==> src/rtl/de_stage_reg.sv <==
// Decode -> execute stage boundary register.
// Holds one word on the E-side outputs plus a one-entry skid buffer so the
// upstream ready can be a pure register. Supports per-lane flush-to-bubble
// at capture, a whole-stage exception kill, and a saturating count of
// all-bubble words handed to E.
//
// Occupancy FSM:
//   state    | meaning
//   ---------+-----------------------------------------------------------
//   ST_EMPTY | main and skid empty, outputs not valid, InReady high
//   ST_MAIN  | main holds a word (OutValid), skid empty, InReady high
//   ST_FULL  | main and skid both hold words, InReady low
module de_stage_reg #(
  parameter int                LANES       = 1,
  parameter int                DATA_W      = 32,
  parameter int                EXC_W       = 5,
  parameter logic [EXC_W-1:0]  EXC_DEFAULT = '0,
  parameter int                CNT_W       = 16
) (
  input  logic                      Clk,
  input  logic                      Reset_n,
  input  logic                      InValid,
  output logic                      InReady,
  input  logic [LANES*DATA_W-1:0]   IRD,
  input  logic [LANES*DATA_W-1:0]   PC4D,
  input  logic [LANES*DATA_W-1:0]   RSD,
  input  logic [LANES*DATA_W-1:0]   RTD,
  input  logic [LANES*DATA_W-1:0]   EXTD,
  input  logic [LANES*EXC_W-1:0]    ExcCodeD,
  input  logic [LANES-1:0]          FlushE,
  input  logic                      ExpIn,
  output logic                      OutValid,
  input  logic                      OutReady,
  output logic [LANES*DATA_W-1:0]   IRE,
  output logic [LANES*DATA_W-1:0]   PC4E,
  output logic [LANES*DATA_W-1:0]   RSE,
  output logic [LANES*DATA_W-1:0]   RTE,
  output logic [LANES*DATA_W-1:0]   EXTE,
  output logic [LANES*EXC_W-1:0]    ExcCodeE,
  input  logic                      CntClr,
  output logic [CNT_W-1:0]          BubbleCnt
);

  localparam int PW = LANES * DATA_W;
  localparam int EW = LANES * EXC_W;

  typedef struct packed {
    logic [PW-1:0] ir;
    logic [PW-1:0] pc4;
    logic [PW-1:0] rs;
    logic [PW-1:0] rt;
    logic [PW-1:0] ext;
    logic [EW-1:0] exc;
  } payload_t;

  typedef enum logic [1:0] {
    ST_EMPTY = 2'b00,
    ST_MAIN  = 2'b01,
    ST_FULL  = 2'b10
  } state_t;

  state_t          state_q;
  state_t          state_nxt;
  payload_t        main_q;
  payload_t        skid_q;
  payload_t        idle_p;
  payload_t        in_xf;
  logic            load_main_in;
  logic            load_main_skid;
  logic            load_skid;
  logic            clr_all;
  logic            drain;
  logic            bubble_drain;
  logic [CNT_W-1:0] cnt_q;

  // Cleared payload: everything zero except the "no exception" code per lane.
  always_comb begin
    idle_p = '0;
    for (int i = 0; i < LANES; i++) begin
      idle_p.exc[i*EXC_W +: EXC_W] = EXC_DEFAULT;
    end
  end

  // Incoming word with flushed lanes turned into bubbles; PC4 survives for EPC.
  always_comb begin
    in_xf.ir  = IRD;
    in_xf.pc4 = PC4D;
    in_xf.rs  = RSD;
    in_xf.rt  = RTD;
    in_xf.ext = EXTD;
    in_xf.exc = ExcCodeD;
    for (int i = 0; i < LANES; i++) begin
      if (FlushE[i]) begin
        in_xf.ir [i*DATA_W +: DATA_W] = '0;
        in_xf.rs [i*DATA_W +: DATA_W] = '0;
        in_xf.rt [i*DATA_W +: DATA_W] = '0;
        in_xf.ext[i*DATA_W +: DATA_W] = '0;
        in_xf.exc[i*EXC_W  +: EXC_W]  = EXC_DEFAULT;
      end
    end
  end

  // Occupancy state register.
  always_ff @(posedge Clk or negedge Reset_n) begin
    if (!Reset_n) begin
      state_q <= ST_EMPTY;
    end else begin
      state_q <= state_nxt;
    end
  end

  // Next occupancy and payload move strobes; the kill overrides any movement.
  always_comb begin
    state_nxt      = state_q;
    load_main_in   = 1'b0;
    load_main_skid = 1'b0;
    load_skid      = 1'b0;
    clr_all        = 1'b0;
    if (ExpIn) begin
      state_nxt = ST_EMPTY;
      clr_all   = 1'b1;
    end else begin
      case (state_q)
        ST_EMPTY: begin
          if (InValid) begin
            load_main_in = 1'b1;
            state_nxt    = ST_MAIN;
          end
        end
        ST_MAIN: begin
          if (OutReady) begin
            if (InValid) begin
              load_main_in = 1'b1;
            end else begin
              state_nxt = ST_EMPTY;
            end
          end else if (InValid) begin
            load_skid = 1'b1;
            state_nxt = ST_FULL;
          end
        end
        ST_FULL: begin
          // InReady is low here, so the input is never looked at.
          if (OutReady) begin
            load_main_skid = 1'b1;
            state_nxt      = ST_MAIN;
          end
        end
        default: begin
          state_nxt = ST_EMPTY;
        end
      endcase
    end
  end

  // Payload registers; main is held (not cleared) when it simply drains.
  always_ff @(posedge Clk or negedge Reset_n) begin
    if (!Reset_n) begin
      main_q <= idle_p;
      skid_q <= idle_p;
    end else if (clr_all) begin
      main_q <= idle_p;
      skid_q <= idle_p;
    end else begin
      if (load_main_in) begin
        main_q <= in_xf;
      end else if (load_main_skid) begin
        main_q <= skid_q;
      end
      if (load_skid) begin
        skid_q <= in_xf;
      end
    end
  end

  assign drain        = (state_q != ST_EMPTY) & OutReady;
  assign bubble_drain = drain & (main_q.ir == '0);

  // Saturating bubble counter; clear wins over increment, kill does not touch it.
  always_ff @(posedge Clk or negedge Reset_n) begin
    if (!Reset_n) begin
      cnt_q <= '0;
    end else if (CntClr) begin
      cnt_q <= '0;
    end else if (bubble_drain && (cnt_q != {CNT_W{1'b1}})) begin
      cnt_q <= cnt_q + 1'b1;
    end
  end

  assign InReady   = (state_q != ST_FULL);
  assign OutValid  = (state_q != ST_EMPTY);
  assign IRE       = main_q.ir;
  assign PC4E      = main_q.pc4;
  assign RSE       = main_q.rs;
  assign RTE       = main_q.rt;
  assign EXTE      = main_q.ext;
  assign ExcCodeE  = main_q.exc;
  assign BubbleCnt = cnt_q;

endmodule

==> config.mk <==
export PLATFORM = sky130hd
export DESIGN_NAME = de_stage_reg
export DESIGN_NICKNAME = d
export VERILOG_FILES = /design/src/rtl/de_stage_reg.sv
export SDC_FILE = /design/constraint.sdc
export NUM_CORES = 1
export LEC_CHECK = 0
export BUFFER_PORTS_ARGS = -buffer_cell sky130_fd_sc_hd__buf_2
export CELL_PAD_IN_SITES_DETAIL_PLACEMENT = 0
export CELL_PAD_IN_SITES_GLOBAL_PLACEMENT = 1
export CORE_ASPECT_RATIO = 0.75
export CORE_MARGIN = 3
export CORE_UTILIZATION = 45
export DETAILED_ROUTE_END_ITERATION = 10
export PLACE_DENSITY_LB_ADDON = 0.1
export SETUP_SLACK_MARGIN = 0.1
export SYNTH_ARGS = -nofsm -noshare
export SYNTH_HDL_FRONTEND = slang
export SYNTH_SLANG_ARGS = --single-unit
==> constraint.sdc <==
create_clock -name Clk -period 5.98 [get_ports Clk]
set_input_delay 0.299 -clock Clk [delete_from_list [all_inputs] [get_ports Clk]]
set_output_delay 0.299 -clock Clk [all_outputs]
set_load 0.05 [all_outputs]
# Word-level counts from Yosys, hierarchy flattened
# Index checks and enable logic that the tools add are counted.
# word_totals
out_inout_bits,183
in_bits,172
ff_bits,348
word_cells,60
# classes
reduce_logical,8
mux,27
n_bitwise,2
add_sub_neg,1
n_eq_ne,8
# op_table
cell,n
$mux W165,5
$mux W101,1
$logic_not A32 Y1,1
$mux W16,2
$mux W32,1
$add A16 B1 Y16 const B,1
$ne A16 B16 Y1 const B,1
$mux W2,6
$mux W1,10
$ne A4 B4 Y1 const B,2
$ne A3 B3 Y1 const B,2
$pmux W2 S3,1
$reduce_bool A2 Y1,3
$reduce_and A4 Y1,1
$reduce_bool A3 Y1,1
$and A1 B1 Y1,2
$eq A2 B1 Y1 const B,1
$eq A2 B2 Y1 const B,1
$logic_not A2 Y1,1
$ne A2 B2 Y1 const B,1
$pmux W1 S2,1
$logic_and A1 B1 Y1,1

# Logic depth before layout (Yosys ltp)
# logic_depth
ltp_word,6
ltp_mapped,9
mapped_depth_nobuf,6

# Worst setup path after synthesis
# OpenSTA, ideal clock, no wires.
# synth_path
kind,register to register
from,"register cnt_q[0], in the netlist BubbleCnt[0]"
to,"register cnt_q[1], in the netlist BubbleCnt[1]"
t_arrival_ns,2.259
period_less_slack_ns,2.390
path_stages_with_launch,10
n_path_buf,3
setup_slack_ns,3.590
required_time_ns,5.848
path_cell_list,dfrtp_1 -> ha_1 -> nand4_1 -> nor4_1 -> or4_1 -> buf_2 -> buf_6 -> clkbuf_1 -> mux2i_1 -> nor2_1
# synth_between
elab_chain_len,3
word_cells_on_any_way,6
classes_between,add/sub (1); eq/ne (1); mux (2); reduce/logical (2)
# synth_lines
element,line,source
start: declaration,74,logic [CNT_W-1:0] cnt_q;
start signal: assignment,186,cnt_q <= cnt_q + 1'b1;
$add A16 B1 Y16 or $ne A16 B16 Y1 (tied branches),"186, 185",
$mux W16 or $logic_and A1 B1 Y1 (tied branches),185,end else if (bubble_drain && (cnt_q != {CNT_W{1'b1}})) begin
$mux W16 or $reduce_bool A2 Y1 (tied branches),-,
# Parallel ways exist; a longest one is shown, timed or not. The select of a mux whose other input is x is not followed.
# A chain may end at the register's enable or synchronous reset.

# Worst setup path in the final report
# layout_path
from,register main_q (netlist bit IRE[29])
to,"register cnt_q[8], in the netlist BubbleCnt[8]"
# layout_between
elab_chain_len,4
# layout_lines
element,line,source
start: declaration,64,payload_t main_q;
start signal: assignment,159,main_q <= idle_p;
start signal: assignment,162,main_q <= idle_p;
start signal: assignment,166,main_q <= in_xf;
$logic_not A32 Y1,177,assign bubble_drain = drain & (main_q.ir == '0);
$and A1 B1 Y1,177,
$logic_and A1 B1 Y1,185,
$reduce_bool A2 Y1 (no line),-,
# Every way passes these cells.

==> results.py <==
metrics = {
    "critical_path": {
        "endpoint": "BubbleCnt[8]",
        "worstReg2RegStart": "IRE[29]",
        "max_stage_delay_ps": 970,
        "rr_worst_depth": 5,
        "worst_setup_path_start_kind": "register",
        "crit_fanout": 28,
        "cp-end-kind": "register",
        "slowest_stage": "or4_1",
        "arrival_ps": 3630,
        "critPathKind": "register to register",
        "crit_top_cell": "or4_1",
        "timing.rr.end": "BubbleCnt[8]",
        "worstPathRequired_ps": 6430,
        "path_cells": "nor4_1 -> nand4_1 -> or4_1 -> or4_1 -> a21oi_1",
        "r2r_slack_ps": 2800,
        "cp-startpoint": "IRE[29]",
    },
    "timing": {
        "tns_ps": 0,
        "rsz0062_at_grt": "no",
        "slew_viol_final": 0,
        "worst_slew_pin_slew_ps": 1100,
        "setup_viol_count_final": 0,
        "final.min_clock_period_ps": 3180,
        "skew_ps": 11.0,
        "finalCritPeriodShare_pct": 53.2,
        "fmax_ghz": 0.314,
        "hold_viol_final": 0,
        "max_slew_margin_pct": 26.7,
    },
    "grt": {
        "grt_start_max_net_pins": 225,
        "grt_pass1_wl_microns": 70900,
        "grt_use_total_pct": 24.6,
        "antenna_found_initial": 15,
        "overflow": 0,
        "grt_pass1_vias": 12100,
    },
    "detailed_routing": {
        "drc": 0,
        "avgRoutedWirePerCell_microns": 21.3,
        "drtPass1Iterations": 5,
        "vias": 12700,
        "ant_nets": 0,
        "viasPerCell": 5.89,
        "drt_iter0_markers": 1184,
        "routed_wl_microns": 45900,
    },
    "clocking": {
        "post_cts_buffers": 0,
        "clock_sinks": 348,
        "htree_levels": 2,
        "root_buffer": "clkbuf_16",
        "cts_resized": 0,
        "clk_latency_ps": 520,
        "clkTransAtPathRegs_ps": 60,
        "cts_tree": "yes",
        "cts_buffer_depth": 3,
        "cts_made_buffers": 37,
    },
    "synthesis": {
        "synth_nets": 1578,
        "synth.cell_area_sq_mm": 0.0152,
        "synth_cell_type_count": 34,
        "synth.avg_cell_area_sq_um": 10.9,
        "yosys_register_bits": 348,
        "synth_seq_area_share_pct": 57.1,
        "synthCells": 1405,
        "yosysWarningCount": 0,
    },
    "flow_run": {
        "maxCapViolCount": 0,
    },
    "floorplan": {
        "rows": 57,
        "die_w_microns": 219,
        "die_area_sq_mm": 0.0362,
        "io_pins": 355,
        "initial_utilization_pct": 46.4,
        "die_y_microns": 165,
        "core_area_sq_mm": 0.0329,
    },
    "placed_design": {
        "post-dp-hpwl_microns": 27300,
        "gp_congestion": 0.753,
        "dpl_cell_area_sq_mm": 0.0171,
        "io_buffers": 354,
    },
    "power_and_ir_drop": {
        "total_power_mw": 5.69,
        "p_per_area_mw_per_mm2": 305,
        "leakage_nw": 9.29,
        "ir_worst_vdd_v": 0.000181,
    },
    "layout": {
        "nets": 1847,
        "fin_area_sq_mm": 0.0187,
        "final_layout_size_suffix_gt1_share_pct": 26.0,
        "post-route-util_pct": 56.8,
        "syn_to_final_growth_pct": 22.5,
        "final_cell_mix": "352 x buf_2, 348 x dfrtp_1, 172 x nand2_1",
        "layout_commonest_cell": "buf_2",
    },
    "min_path": {
        "hold_path.class": "primary input to register",
    },
    "status": {
        "status": "finished, final reports clean",
    },
}
[routing by layer]
layer / track usage [%] / vias to the layer above / share of wire [%]
met5: 0 / - / 0.23
met4: 5.84 / 20 / 1.7
met2: 36.9 / 361 / 46
met3: 6.97 / 70 / 7.8
li1: - / 5892 / -
met1: 35.6 / 6336 / 44
[layout make-up]
class,instances,area [sq um]
flip-flops and latches,348,8710
multi-input cells,893,5920
fillers,2966,14200
clock inverters,16,214
repair buffers,388,2130
well taps,442,553
clock buffers,51,1110
diodes,8,20.0
inverters,6,27.5
[critical path, delay by kind of cell (launching register included)]
kind | cells | cell delay (ps)
simple gates | 4 | 2560
flops | 1 | 390
compound gates | 1 | 150
[worst min path at each step]
| stage | startpoint | endpoint | slack [ps] | depth (start not counted) |
|---|---|---|---|---|
| after detailed placement | Reset_n | BubbleCnt[13] | 350 | 1 |
| after floorplan | Reset_n | BubbleCnt[0] | 3 | 0 |
| after global routing | PC4D[28] | skid_q[129] | 6 | 2 |
| final | PC4D[19] | skid_q[120] | 20 | 2 |
| after global placement | Reset_n | BubbleCnt[13] | 350 | 1 |
| after CTS | PC4D[31] | skid_q[132] | 1 | 2 |
[state kept, by name (all words and copies together) (netlist names)]
register and flops:
IRE 32, RTE 32, state_q 2, RSE 32, EXTE 32, BubbleCnt 16, ExcCodeE 5, PC4E 32
skid_q 165
[stage by stage]
stage	hold WS, ps	setup WS (ps)	instances
2_1_floorplan	3.41	3590	1405
3_3_place_gp	347	2920	2058
3_5_place_dp	345	2910	2058
4_1_cts	1.02	2940	2143
5_1_grt	6.19	2760	2147
6_report	22.8	2800	2152
[logic make-up (layout without fill, tap and decap cells)]
| family | after synthesis | in the layout | share of synthesized area [%] |
|---|---|---|---|
| compound gates | 495 | 495 | 24.4 |
| simple gates | 363 | 363 | 11.9 |
| flops | 348 | 348 | 57.1 |
| buf+inv | 164 | 461 | 4.29 |
| mux | 33 | 33 | 2.17 |
| fa+ha+maj | 1 | 1 | 0.0820 |
| xor+xnor | 1 | 1 | 0.0575 |
| other cells | 0 | 8 | 0 |
[synth_stat cells]
master / number / share of area (%)
a311oi_2: 1 / 0.098
o31ai_1: 169 / 8.3
clkbuf_1: 123 / 3.0
o311a_1: 1 / 0.066
o31a_1: 1 / 0.057
nand2b_1: 2 / 0.082
o21a_1: 1 / 0.049
nand2_1: 173 / 4.3
mux2i_1: 33 / 2.2
ha_1: 1 / 0.082
o22a_1: 1 / 0.057
o21bai_1: 1 / 0.049
buf_1: 9 / 0.22
and3_1: 134 / 5.5
buf_6: 1 / 0.074
or3_1: 10 / 0.41
or4_1: 5 / 0.25
xor2_1: 1 / 0.057
a22o_1: 32 / 1.8
nand3_1: 8 / 0.26
nor2b_1: 1 / 0.041
nor2_1: 8 / 0.20
nor3_1: 3 / 0.098
or2_2: 2 / 0.082
inv_1: 6 / 0.15
and2_1: 1 / 0.041
a21oi_1: 147 / 4.8
nand4_1: 6 / 0.25
a32o_1: 133 / 8.7
o21ai_0: 8 / 0.26
nor4_1: 9 / 0.37
buf_2: 25 / 0.82
nor4b_2: 1 / 0.098
dfrtp_1: 348 / 57
[where the power goes]
part / internal (mW) / switching (mW) / leakage [nW]
Combinational: 0.187 / 0.552 / 3.83
Clock: 1.52 / 0.965 / 0.656
Sequential: 2.43 / 0.0421 / 4.81
[repair_timing]
action	CTS	global route
hold buffers	18	1
hold endpoints to repair	98	1
setup endpoints to repair	0	0
Power figures use the tool's default switching activity.
